File: config.mk
export PLATFORM = sky130hd
export DESIGN_NAME = dram_unpacker_flat
export DESIGN_NICKNAME = d
export VERILOG_FILES = /design/src/rtl/dram_unpacker_if.sv /design/src/rtl/dram_unpacker.sv /design/src/flat_wrapper.sv
export SDC_FILE = /design/constraint.sdc
export NUM_CORES = 1
export LEC_CHECK = 0
export CAP_MARGIN = 20
export CELL_PAD_IN_SITES_DETAIL_PLACEMENT = 0
export CELL_PAD_IN_SITES_GLOBAL_PLACEMENT = 1
export CORE_MARGIN = 10
export CORE_UTILIZATION = 42
export DETAILED_ROUTE_END_ITERATION = 6
export PLACE_DENSITY = 0.84
export SLEW_MARGIN = 5
export SYNTH_ARGS = -nofsm -noshare
export SYNTH_HDL_FRONTEND = slang
export SYNTH_SLANG_ARGS = --single-unit
export TNS_END_PERCENT = 50
File: constraint.sdc
create_clock -name clk -period 6.7 [get_ports clk]
set_input_delay 1.34 -clock clk [delete_from_list [all_inputs] [get_ports clk]]
set_output_delay 1.34 -clock clk [all_outputs]
set_load 0.02 [all_outputs]
File: src/rtl/dram_unpacker_if.sv
// -----------------------------------------------------------------------------
// dram_unpacker_if
// Groups the DRAM read-command port, the DRAM return-FIFO port and the
// unpacked sample stream used by dram_unpacker.
//
//   rd_adx / read_req / read_allowed        : read command handshake
//   has_return_data / get_return_data       : return FIFO status and pop
//   rd_data_return / rd_adx_return          : head of the return FIFO
//   sample_data / sample_valid / sample_ready : 32-bit sample stream
//
// master : the unpacker side (issues reads, pops returns, emits samples)
// slave  : the memory controller / sample consumer side
// -----------------------------------------------------------------------------
interface dram_unpacker_if #(
  parameter int ADDR_W = 27
);
  logic [ADDR_W-1:0] rd_adx;
  logic              read_req;
  logic              read_allowed;
  logic              has_return_data;
  logic              get_return_data;
  logic [127:0]      rd_data_return;
  logic [ADDR_W-1:0] rd_adx_return;
  logic [31:0]       sample_data;
  logic              sample_valid;
  logic              sample_ready;

  modport master (
    output rd_adx, read_req, get_return_data, sample_data, sample_valid,
    input  read_allowed, has_return_data, rd_data_return, rd_adx_return,
           sample_ready
  );

  modport slave (
    input  rd_adx, read_req, get_return_data, sample_data, sample_valid,
    output read_allowed, has_return_data, rd_data_return, rd_adx_return,
           sample_ready
  );
endinterface

File: src/rtl/dram_unpacker.sv
// -----------------------------------------------------------------------------
// dram_unpacker
// Reads a run of 128-bit words from DRAM starting at base_adx and unpacks them
// into a stream of 32-bit samples (lane 0 = bits [31:0] first). Keeps at most
// MAX_OUTSTANDING reads in flight, checks that returns come back in address
// order, and supports an abort that drains in-flight returns before idling.
//
// Ports
//   clk, resetn         : clock, synchronous active-low reset
//   start               : pulse, begins a readback when idle
//   abort               : level, ends a readback early
//   base_adx            : address of the first word (sampled on start)
//   sample_count        : number of 32-bit samples (sampled on start)
//   bus (master)        : DRAM read/return ports and sample stream
//   busy                : not idle
//   done                : one-cycle pulse on normal completion
//   aborted             : one-cycle pulse when an abort flush completes
//   adx_error           : sticky, a return address did not match expectation
// -----------------------------------------------------------------------------
module dram_unpacker #(
  parameter int ADDR_W          = 27,
  parameter int MAX_OUTSTANDING = 4
) (
  input  logic              clk,
  input  logic              resetn,
  input  logic              start,
  input  logic              abort,
  input  logic [ADDR_W-1:0] base_adx,
  input  logic [31:0]       sample_count,
  dram_unpacker_if.master   bus,
  output logic              busy,
  output logic              done,
  output logic              aborted,
  output logic              adx_error
);

  localparam int OUT_W = $clog2(MAX_OUTSTANDING + 1);
  localparam logic [ADDR_W-1:0] WORD_STEP = ADDR_W'(8);

  typedef enum logic [1:0] {
    IDLE  = 2'd0,
    RUN   = 2'd1,
    FLUSH = 2'd2,
    DONE  = 2'd3
  } state_t;

  state_t            state, state_next;
  logic [ADDR_W-1:0] issue_adx;
  logic [ADDR_W-1:0] expect_adx;
  logic [30:0]       words_total;
  logic [30:0]       words_issued;
  logic [OUT_W-1:0]  outstanding;
  logic [31:0]       samples_left;
  logic [127:0]      hold_data;
  logic [1:0]        lane;
  logic              hold_full;
  logic              adx_error_q;

  logic        accept;
  logic        pop;
  logic        handshake;
  logic        hold_emptying;
  logic        last_sample;
  logic [30:0] words_needed;

  // ceil(sample_count/4) without overflow: whole words plus one if any
  // samples spill into a partial final word.
  assign words_needed = {1'b0, sample_count[31:2]} + 31'(|sample_count[1:0]);

  assign bus.rd_adx   = issue_adx;
  assign bus.read_req = (state == RUN) && !abort &&
                        (words_issued < words_total) &&
                        (outstanding < OUT_W'(MAX_OUTSTANDING));
  assign accept       = bus.read_req && bus.read_allowed;

  assign bus.sample_valid = (state == RUN) && hold_full && !abort;
  assign bus.sample_data  = hold_data[{lane, 5'b0} +: 32];
  assign handshake        = bus.sample_valid && bus.sample_ready;
  assign last_sample      = handshake && (samples_left == 32'd1);
  // The holding register frees up after lane 3, or early on a short final word.
  assign hold_emptying    = handshake && ((lane == 2'd3) || (samples_left == 32'd1));

  assign bus.get_return_data = bus.has_return_data &&
                               (!hold_full || hold_emptying) &&
                               ((state == RUN) || (state == FLUSH));
  assign pop = bus.get_return_data;

  assign busy      = (state != IDLE);
  assign done      = (state == DONE);
  assign aborted   = (state == FLUSH) && (outstanding == '0);
  assign adx_error = adx_error_q;

  always_comb begin
    state_next = state;
    case (state)
      IDLE: begin
        if (start) state_next = (sample_count == 32'd0) ? DONE : RUN;
      end
      RUN: begin
        if (abort)            state_next = FLUSH;
        else if (last_sample) state_next = DONE;
      end
      FLUSH: begin
        if (outstanding == '0) state_next = IDLE;
      end
      DONE:    state_next = IDLE;
      default: state_next = IDLE;
    endcase
  end

  always_ff @(posedge clk) begin
    if (!resetn) begin
      state        <= IDLE;
      issue_adx    <= '0;
      expect_adx   <= '0;
      words_total  <= '0;
      words_issued <= '0;
      outstanding  <= '0;
      samples_left <= '0;
      hold_data    <= '0;
      lane         <= '0;
      hold_full    <= 1'b0;
      adx_error_q  <= 1'b0;
    end else begin
      state <= state_next;
      if ((state == IDLE) && start) begin
        issue_adx    <= base_adx;
        expect_adx   <= base_adx;
        words_total  <= words_needed;
        words_issued <= '0;
        outstanding  <= '0;
        samples_left <= sample_count;
        lane         <= '0;
        hold_full    <= 1'b0;
        adx_error_q  <= 1'b0;
      end else begin
        if (accept) begin
          issue_adx    <= issue_adx + WORD_STEP;
          words_issued <= words_issued + 31'd1;
        end

        case ({accept, pop})
          2'b10:   outstanding <= outstanding + OUT_W'(1);
          2'b01:   outstanding <= outstanding - OUT_W'(1);
          default: outstanding <= outstanding;
        endcase

        // Returns are expected strictly in issue order; a mismatch is only
        // flagged, the data is still consumed.
        if (pop) begin
          expect_adx <= expect_adx + WORD_STEP;
          if (bus.rd_adx_return != expect_adx) adx_error_q <= 1'b1;
        end

        if (handshake) begin
          samples_left <= samples_left - 32'd1;
          lane         <= lane + 2'd1;
        end

        // Leaving RUN drops whatever is held so a flush can pop freely.
        // A fresh pop overrides the lane advance from a same-cycle handshake.
        if (state_next != RUN) begin
          hold_full <= 1'b0;
        end else if (pop) begin
          hold_data <= bus.rd_data_return;
          lane      <= 2'd0;
          hold_full <= 1'b1;
        end else if (hold_emptying) begin
          hold_full <= 1'b0;
        end
      end
    end
  end

endmodule

File: src/flat_wrapper.sv
// flat-port wrapper written by rule: the top's interface ports become plain ports
module dram_unpacker_flat 
#(
  parameter int ADDR_W          = 27,
  parameter int MAX_OUTSTANDING = 4
)
  (clk, resetn, start, abort, base_adx, sample_count, busy, done, aborted, adx_error, bus_rd_adx, bus_read_req, bus_get_return_data, bus_sample_data, bus_sample_valid, bus_read_allowed, bus_has_return_data, bus_rd_data_return, bus_rd_adx_return, bus_sample_ready);
  dram_unpacker_if #(.ADDR_W(ADDR_W)) bus_i ();
  input  logic clk;
  input  logic resetn;
  input  logic start;
  input  logic abort;
  input  logic [ADDR_W-1:0] base_adx;
  input  logic [31:0] sample_count;
  output logic busy;
  output logic done;
  output logic aborted;
  output logic adx_error;
  output wire logic [$bits(bus_i.rd_adx)-1:0] bus_rd_adx;
  output wire logic [$bits(bus_i.read_req)-1:0] bus_read_req;
  output wire logic [$bits(bus_i.get_return_data)-1:0] bus_get_return_data;
  output wire logic [$bits(bus_i.sample_data)-1:0] bus_sample_data;
  output wire logic [$bits(bus_i.sample_valid)-1:0] bus_sample_valid;
  input wire logic [$bits(bus_i.read_allowed)-1:0] bus_read_allowed;
  input wire logic [$bits(bus_i.has_return_data)-1:0] bus_has_return_data;
  input wire logic [$bits(bus_i.rd_data_return)-1:0] bus_rd_data_return;
  input wire logic [$bits(bus_i.rd_adx_return)-1:0] bus_rd_adx_return;
  input wire logic [$bits(bus_i.sample_ready)-1:0] bus_sample_ready;
  assign bus_rd_adx = bus_i.rd_adx;
  assign bus_read_req = bus_i.read_req;
  assign bus_get_return_data = bus_i.get_return_data;
  assign bus_sample_data = bus_i.sample_data;
  assign bus_sample_valid = bus_i.sample_valid;
  assign bus_i.read_allowed = bus_read_allowed;
  assign bus_i.has_return_data = bus_has_return_data;
  assign bus_i.rd_data_return = bus_rd_data_return;
  assign bus_i.rd_adx_return = bus_rd_adx_return;
  assign bus_i.sample_ready = bus_sample_ready;
  dram_unpacker #(.ADDR_W(ADDR_W), .MAX_OUTSTANDING(MAX_OUTSTANDING)) u_core (.clk(clk), .resetn(resetn), .start(start), .abort(abort), .base_adx(base_adx), .sample_count(sample_count), .bus(bus_i), .busy(busy), .done(done), .aborted(aborted), .adx_error(adx_error));
endmodule
# --- Word-level counts from Yosys, hierarchy flattened ---
# Cells that the tools add are included.
word_totals:
  inputBits: 221
  out_inout_bits: 66
  reg_bits: 285
classes:
  bitwise_logic: 3
  shifts: 1
  n_addsub: 8
  n_mux: 18
  n_eq_ne: 9
  magnitude_cmp: 2
  n_reduce_logical: 32
op_table:
  columns: ["op", "n"]
  rows:
  - ["variable part select 128 x 8 -> 32 bit", 1]
  - ["two-way mux 27 bit", 4]
  - ["two-way mux 32 bit", 2]
  - ["adder 27 x 4 -> 27 bit, second input constant", 2]
  - ["== test 32 x 1 -> 1 bit, second input constant", 1]
  - ["logical NOT 32 bit", 1]
  - ["subtractor 32 x 1 -> 32 bit, second input constant", 1]
  - ["adder 30 x 1 -> 31 bit", 1]
  - ["adder 31 x 1 -> 31 bit, second input constant", 1]
  - ["< comparator 31 bit", 1]
  - ["inequality test 27 bit", 1]
  - ["two-way mux 2 bit", 8]
  - ["logical AND 1 bit", 13]
  - ["nonzero test 2 bit", 6]
  - ["== test 2 bit, second input constant", 4]
  - ["case mux 2 bit (4 select lines)", 1]
  - ["case mux 3 bit (2 select lines)", 1]
  - ["== test 2 x 1 -> 1 bit, second input constant", 2]
  - ["OR reduction 2 bit", 2]
  - ["adder 3 x 1 -> 3 bit, second input constant", 1]
  - ["logical NOT 3 bit", 1]
  - ["logical OR 1 bit", 3]
  - ["< comparator 3 bit, second input constant", 1]
  - ["NOT 1 bit", 3]
  - ["9 further kinds", 11]

# --- Logic depth before layout (Yosys ltp) ---
# Gate-level depths: netlist of run 1.
depth:
  depth_word: 11
  depth_mapped: 14
  mapped_depth_nobuf: 14

# --- Worst setup path before layout of run 1 ---
# No wires, ideal clock.
synth_path:
  path_kind: "input to output"
  start: "input port abort"
  end: "output port bus_get_return_data"
  stages: 6
  n_path_buf: 2
  arrival_time_ps: 2717
  required_time_ps: 5360
  setup_slack_ps: 2643
  path_cell_list: "and4b_1 -> clkbuf_1 -> a21boi_0 -> a21o_1 -> clkinv_1 -> buf_1"
synth_via:
  elab_chain_len: 7
synth_rtl:
  columns: ["element", "line_no", "source"]
  rows:
  - ["start: declaration", "flat_wrapper.sv:12", "input logic abort;"]
  - ["logical NOT 1 bit", "dram_unpacker.sv:76", "assign bus.sample_valid = (state == RUN) && hold_full && !abort;"]
  - ["logical AND 1 bit", "dram_unpacker.sv:76", null]
  - ["logical AND 1 bit", "dram_unpacker.sv:78", "assign handshake = bus.sample_valid && bus.sample_ready;"]
  - ["logical AND 1 bit", "dram_unpacker.sv:81", "assign hold_emptying = handshake && ((lane == 2'd3) || (samples_left == 32'd1));"]
  - ["logical OR 1 bit", "dram_unpacker.sv:84", "(!hold_full || hold_emptying) &&"]
  - ["logical AND 1 bit", "dram_unpacker.sv:83", "assign bus.get_return_data = bus.has_return_data &&"]
  - ["logical AND 1 bit", "dram_unpacker.sv:84", null]
  - ["end: declaration", "flat_wrapper.sv:21", "output wire logic [$bits(bus_i.get_return_data)-1:0] bus_get_return_data;"]
# Every way passes these cells.

# --- Final worst setup path of run 1 ---
# Same ends and word-level chain as after synthesis.

==> results of run 1 <==
[registers in the layout, summed over array words and instances (netlist names)]
signal               count
u_core.state             2
u_core.hold_full         1
u_core.expect_adx       27
u_core.words_issued     31
u_core.lane              2
u_core.outstanding       3
u_core.adx_error         1
u_core.words_total      31
u_core.bus.rd_adx       27
u_core.samples_left     32
u_core.hold_data       128
[power by group]
group / total, mW / leakage (nW) / switching (mW) / internal [mW]
combinational: 0.583 / 3.63 / 0.304 / 0.279
sequential: 1.85 / 2.33 / 0.0741 / 1.78
clock: 1.95 / 0.587 / 0.746 / 1.21
total: 4.39 / 6.54 / 1.12 / 3.26
[routing by layer]
metal | up-vias | track usage, % | wire [µm]
li1 | 6697 | - | -
met3 | 65 | 6.40 | 3380
met2 | 333 | 33.4 | 21000
met4 | 8 | 5.70 | 1000
met1 | 6202 | 26.5 | 20000
met5 | - | 0 | 45
[worst paths after layout]
kind | from | slack, ns | depth (start not counted) | to
worst min register to register | u_core.bus.rd_adx[0] | 0.45 | 2 | u_core.bus.rd_adx[0]
worst max-delay path | abort | 1.63 | 6 | bus_get_return_data
worst max register to register | u_core.state[1] | 3.02 | 15 | u_core.outstanding[2]
worst min-delay path | u_core.bus.rd_adx[0] | 0.45 | 2 | u_core.bus.rd_adx[0]
[cell families (layout without fill, tap and decap cells)]
family / count (synthesis) / in the layout / share of synthesized area (%)
adders and majority gates: 45 / 45 / 3.96
other: 0 / 3 / 0
xor gates and xnor gates: 124 / 124 / 7.54
muxes: 35 / 35 / 5.21
and+or+nand+nor: 708 / 708 / 24.1
buffers and inverters: 175 / 413 / 4.78
DFF: 285 / 285 / 39.6
AOI/OAI and AO/OA: 373 / 373 / 14.8
[worst max-delay path, cell delays in order]
cell             delay [ns]
clkdlybuf4s50_1        0.61
and4b_1                0.33
a21boi_0               0.26
a21o_1                 0.43
clkinv_1               0.17
clkdlybuf4s50_1        0.58
[synth_stat cells (all sizes together), types with 39 or more instances]
cell type,number
xnor2,72
xor2,52
nor2,102
a21oi,87
nor4,39
nand4,55
dfxtp,285
ha,44
inv,52
a211oi,43
clkbuf,97
o21ai,196
nand3,167
nand2,211
[metrics by stage]
stage	util (%)	setup WS [ns]	area (µm²)	hold WS [ns]	power, mW
after CTS	55.4	1.60	18700	0.456	4.43
after global placement	51.9	1.55	17500	0.444	2.46
after global routing	55.4	1.38	18700	0.475	4.57
final	55.4	1.63	18700	0.454	4.39
after floorplan	-	2.64	14400	0.436	2.19
after detailed placement	51.9	1.62	17500	0.448	2.46
[layout make-up]
cell class,count,area [µm²]
inverter,53,199
timing repair buffer,300,2980
fill,3175,15000
multi-input combinational,1285,8040
clock buffer,43,956
clock inverter,17,228
tap,448,561
antenna,3,7.51
sequential,285,5710
==> flow_summary_export.csv, run 1 <==
group,metric,value,unit
setup_path,critical_path_arrival,3.73,ns
final_layout,area_growth_syn_to_layout,29.6,%
yosys,synthCells,1745,
grt,grt_overflow,0,
place,dp_hpwl,33300,µm
floorplanning,core.rowCount,67,
grt,grt_pass1_vias,13100,
yosys,avgSynthCellArea,8.26,µm²
yosys,syn-num-nets,2011,
floorplanning,core-area,0.0337,mm²
route,drtAntennaViolNets,0,
timing,tns,0,ns
power,vdd_drop_max,0.174,mV
clock_network,ctsLongestPathBuffers,3,
yosys,ys.flop_type,"dfxtp_1",
place,gp_congestion,0.884,
clock_network,clkTransAtPathRegs,0.06,ns
grt,grt_first_pass_wirelength,71200,µm
clock_network,htree_num_levels,2,
yosys,ys_warn_count,0,
final_layout,final_cell_mix,"clkdlybuf4s50_1, dfxtp_1, nand2_1, o21ai_0, nand3_1",
clock_network,cts_inserted_buffers,35,
route,post_drt_wl_per_cell,18.6,µm
timing,rsz0062_at_grt,"false",
route,vias,13300,
final_layout,fin_nets,2226,
hold_path,hp-class,"flop to flop",
setup_path,critPathKind,"primary input to output port",
timing,slew_headroom,28.3,%
yosys,synth_area_leaders,"dfxtp_1, o21ai_0, nand3_1",
timing,period_needed,5.07,ns
job,drv_cap,0,
floorplanning,die-area,0.0421,mm²
yosys,synth_edf_count,0,
yosys,post_synth_num_cell_types,59,
power,power.density,235,mW/mm²
clock_network,post_cts_buffers,0,
yosys,yosysSeqAreaShare,39.6,%
timing,hold_viol,0,
yosys,synth_seq_cells,285,
timing,worst_pin_slew,1.08,ns
clock_network,clock_sinks,285,
route,drtIter0Drc,953,
power,leakage,6.54,nW
clock_network,cts_hold_buf,0,
route,dr.pass1.iters,4,
final_layout,final_common_cell,"clkdlybuf4s50_1",
floorplanning,die_height,205,µm
yosys,synth_top_area_share,39.6,%
route,drt-total-wl,45400,µm
setup_path,start_kind,"primary input",
final_layout,layout-drive-gt1-share,6.25,%
timing,period_share,75.7,%
floorplanning,start_util,42.8,%
setup_path,cp_max_fo,11,
yosys,synth_largest_area_cell,"dfxtp_1",
yosys,async_reset_ff_share,0,%
clock_network,cts_tree,"yes",
setup_path,worstPathRequired,5.36,ns
route,drcViolationCount,0,
grt,antenna_found_initial,7,
place,port_buffers,286,
clock_network,root_buffer,"clkbuf_16",
route,via_per_inst,5.47,
timing,setup_viol,0,
floorplanning,pin_count,287,
yosys,synthesis.area,0.0144,mm²
final_layout,layoutNonFillerInstCount,2434,
floorplanning,die_w,205,µm
clock_network,clock_latency,0.51,ns
timing,fmax,197,MHz
grt,grt_max_degree,149,
setup_path,end_kind,"output port",
place,numPlacedInstances,2371,
clock_network,post_cts_resize_count,0,
grt,grtUsageTotal,20.8,%
timing,slew_violations,0,
outcome,status,"complete, no violations",
timing,skew,0.0213,ns
(Power assumes the default switching activity.)
==> run 2: changes to the inputs <==
CORE_UTILIZATION = 35   (was 42)
PLACE_DENSITY = 0.74   (was 0.84)
clock period = 4.4 ns   (was 6.7 ns; I/O delays follow)
==> run 2 against run 1 <==
Compared with the run above:
- worst hold slack about the same
- die area increased by 18%
- final cell count increased by 3.9%
- largest cell class unchanged
- combinational power increased by 56%
- sequential power increased by 52%
- largest power group unchanged
- clock-buffer cell count increased by 13
==> flow_summary_export.csv, run 2 (synthesis gave the netlist of run 1 again) <==
group,metric,value,unit
final_layout,top_regs,"u_core.hold_data x128, u_core.samples_left x32",
route,drtIter0Drc,916,
grt,antenna_found_initial,5,
clock_network,cts_inserted_buffers,36,
clock_network,clock_sinks,285,
grt,grtUsageTotal,18.2,%
clock_network,htree_num_levels,2,
outcome,status,"complete, no violations",
place,dp_hpwl,35200,µm
power,leakage,6.61,nW
clock_network,cts_tree,"yes",
final_layout,area_growth_syn_to_layout,31.2,%
final_layout,layout-drive-gt1-share,6.47,%
timing,hold_viol,0,
setup_path,end_kind,"output port",
hold_path,hp-class,"flop to flop",
floorplanning,pin_count,287,
setup_path,worst_path_max_delay_cell,"clkdlybuf4s50_1",
timing,skew,0.0213,ns
clock_network,cts_hold_buf,0,
route,dr.pass1.iters,5,
final_layout,largest-register,"u_core.hold_data",
setup_path,critPathBufInv,2,
power,power.density,351,mW/mm²
place,port_buffers,286,
floorplanning,die-area,0.0497,mm²
setup_path,cp.depth,8,
clock_network,root_buffer,"clkbuf_16",
route,post_drt_wl_per_cell,18.8,µm
timing,worst_pin_slew,1.09,ns
setup_path,rr_worst_depth,11,
floorplanning,die_height,223,µm
timing,fmax,246,MHz
timing,slew_headroom,27.6,%
route,drcViolationCount,0,
route,drt-total-wl,47500,µm
power,vdd_drop_max,0.269,mV
grt,grt_first_pass_wirelength,73900,µm
route,via_per_inst,5.31,
floorplanning,start_util,35.4,%
place,gp_congestion,0.843,
timing,tns,0,ns
hold_path,worstHoldPathCells,2,
final_layout,final_common_cell,"clkdlybuf4s50_1",
clock_network,clock_latency,0.53,ns
final_layout,largest_reg_flops,128,
setup_path,cp_top_family,"compound AO/OA/AOI/OAI gates",
clock_network,post_cts_resize_count,0,
final_layout,num-fill-cells,4053,
setup_path,path_cells,"inv_1, ha_1, a2111o_1, a211oi_1, nor2b_1, o21ai_0, and3_1, clkdlybuf4s50_1",
timing,period_share,92.5,%
grt,grt_max_degree,227,
setup_path,start_kind,"flop",
floorplanning,core-area,0.0407,mm²
timing,period_needed,4.07,ns
final_layout,fin_nets,2236,
grt,grt_overflow,0,
job,drv_cap,0,
grt,grt_pass1_vias,13200,
setup_path,critPathKind,"flop to output port",
setup_path,critical_path_arrival,3.19,ns
timing,slew_violations,0,
route,drtAntennaViolNets,0,
floorplanning,core.rowCount,74,
route,vias,13400,
final_layout,final_cell_mix,"clkdlybuf4s50_1, dfxtp_1, nand2_1, o21ai_0, nand3_1",
clock_network,clkTransAtPathRegs,0.06,ns
setup_path,worstPathRequired,3.52,ns
setup_path,cp_max_fo,3,
timing,setup_viol,0,
clock_network,ctsLongestPathBuffers,3,
clock_network,post_cts_buffers,0,
final_layout,final_core_util,46.4,%
timing,rsz0062_at_grt,"false",
setup_path,max_stage_delay,0.63,ns
floorplanning,die_w,223,µm
==> run 2: changes by cell type in the layout (fill, tap and decap cells not counted), moves of 3 or more <==
cell	delta
clkinv_2	-4
clkbuf_8	+5
buf_4	+3
bufinv_16	-4
clkbuf_1	+6
buf_12	+6
==> run 2: layout make-up <==
class                      instances  area [µm²]  area share [%]
antenna                            2        5.00          0.0265
clock buffer                      56        1100            5.81
clock inverter                     6        62.6           0.331
inverter                          53         199            1.05
multi-input combinational       1285        8040            42.5
sequential                       285        5710            30.2
tap                              532         666            3.52
timing repair buffer             309        3130            16.5
==> run 2: final timing paths <==
check / slack [ns] / end / start
max reg2reg: 1.13 / u_core.outstanding[2] / u_core.samples_left[22]
min: 0.45 / u_core.bus.rd_adx[2] / u_core.bus.rd_adx[2]
max: 0.33 / bus_read_req / u_core.words_total[1]
min reg2reg: 0.45 / u_core.bus.rd_adx[2] / u_core.bus.rd_adx[2]
==> run 2: worst min-delay path, stage by stage (launching register included) <==
cell     delay [ns]
dfxtp_1        0.31
nand2_1        0.05
a21oi_1        0.05
==> run 2: per-stage QoR <==
step | instance area [µm²] | power, mW | hold WS, ns | std cells | setup slack (ns)
after CTS | 18900 | 6.72 | 0.457 | 2526 | 0.280
after global routing | 18900 | 6.92 | 0.480 | 2526 | 0.167
after floorplan | 14400 | 3.33 | 0.436 | 1745 | 0.815
after detailed placement | 17700 | 3.78 | 0.449 | 2464 | 0.472
after global placement | 17700 | 3.77 | 0.443 | 2464 | 0.503
final | 18900 | 6.63 | 0.454 | 2528 | 0.329
==> run 2: routing by layer <==
metal	vias up	wire length [µm]	share of wire, %	GRT usage [%]
met3	65	3410	7.2	5.30
met1	6270	21300	45	23.5
met5	-	50	0.11	0
li1	6719	-	-	-
met2	367	21700	46	29.2
met4	8	969	2.0	4.49
==> run 2: report_power, final <==
group          internal, mW  total [mW]  leakage, nW  switching (mW)
clock network          1.77        2.91        0.573            1.14
logic                 0.434       0.908         3.71           0.475
registers              2.71        2.82         2.33           0.110
total                  4.91        6.63         6.61            1.73
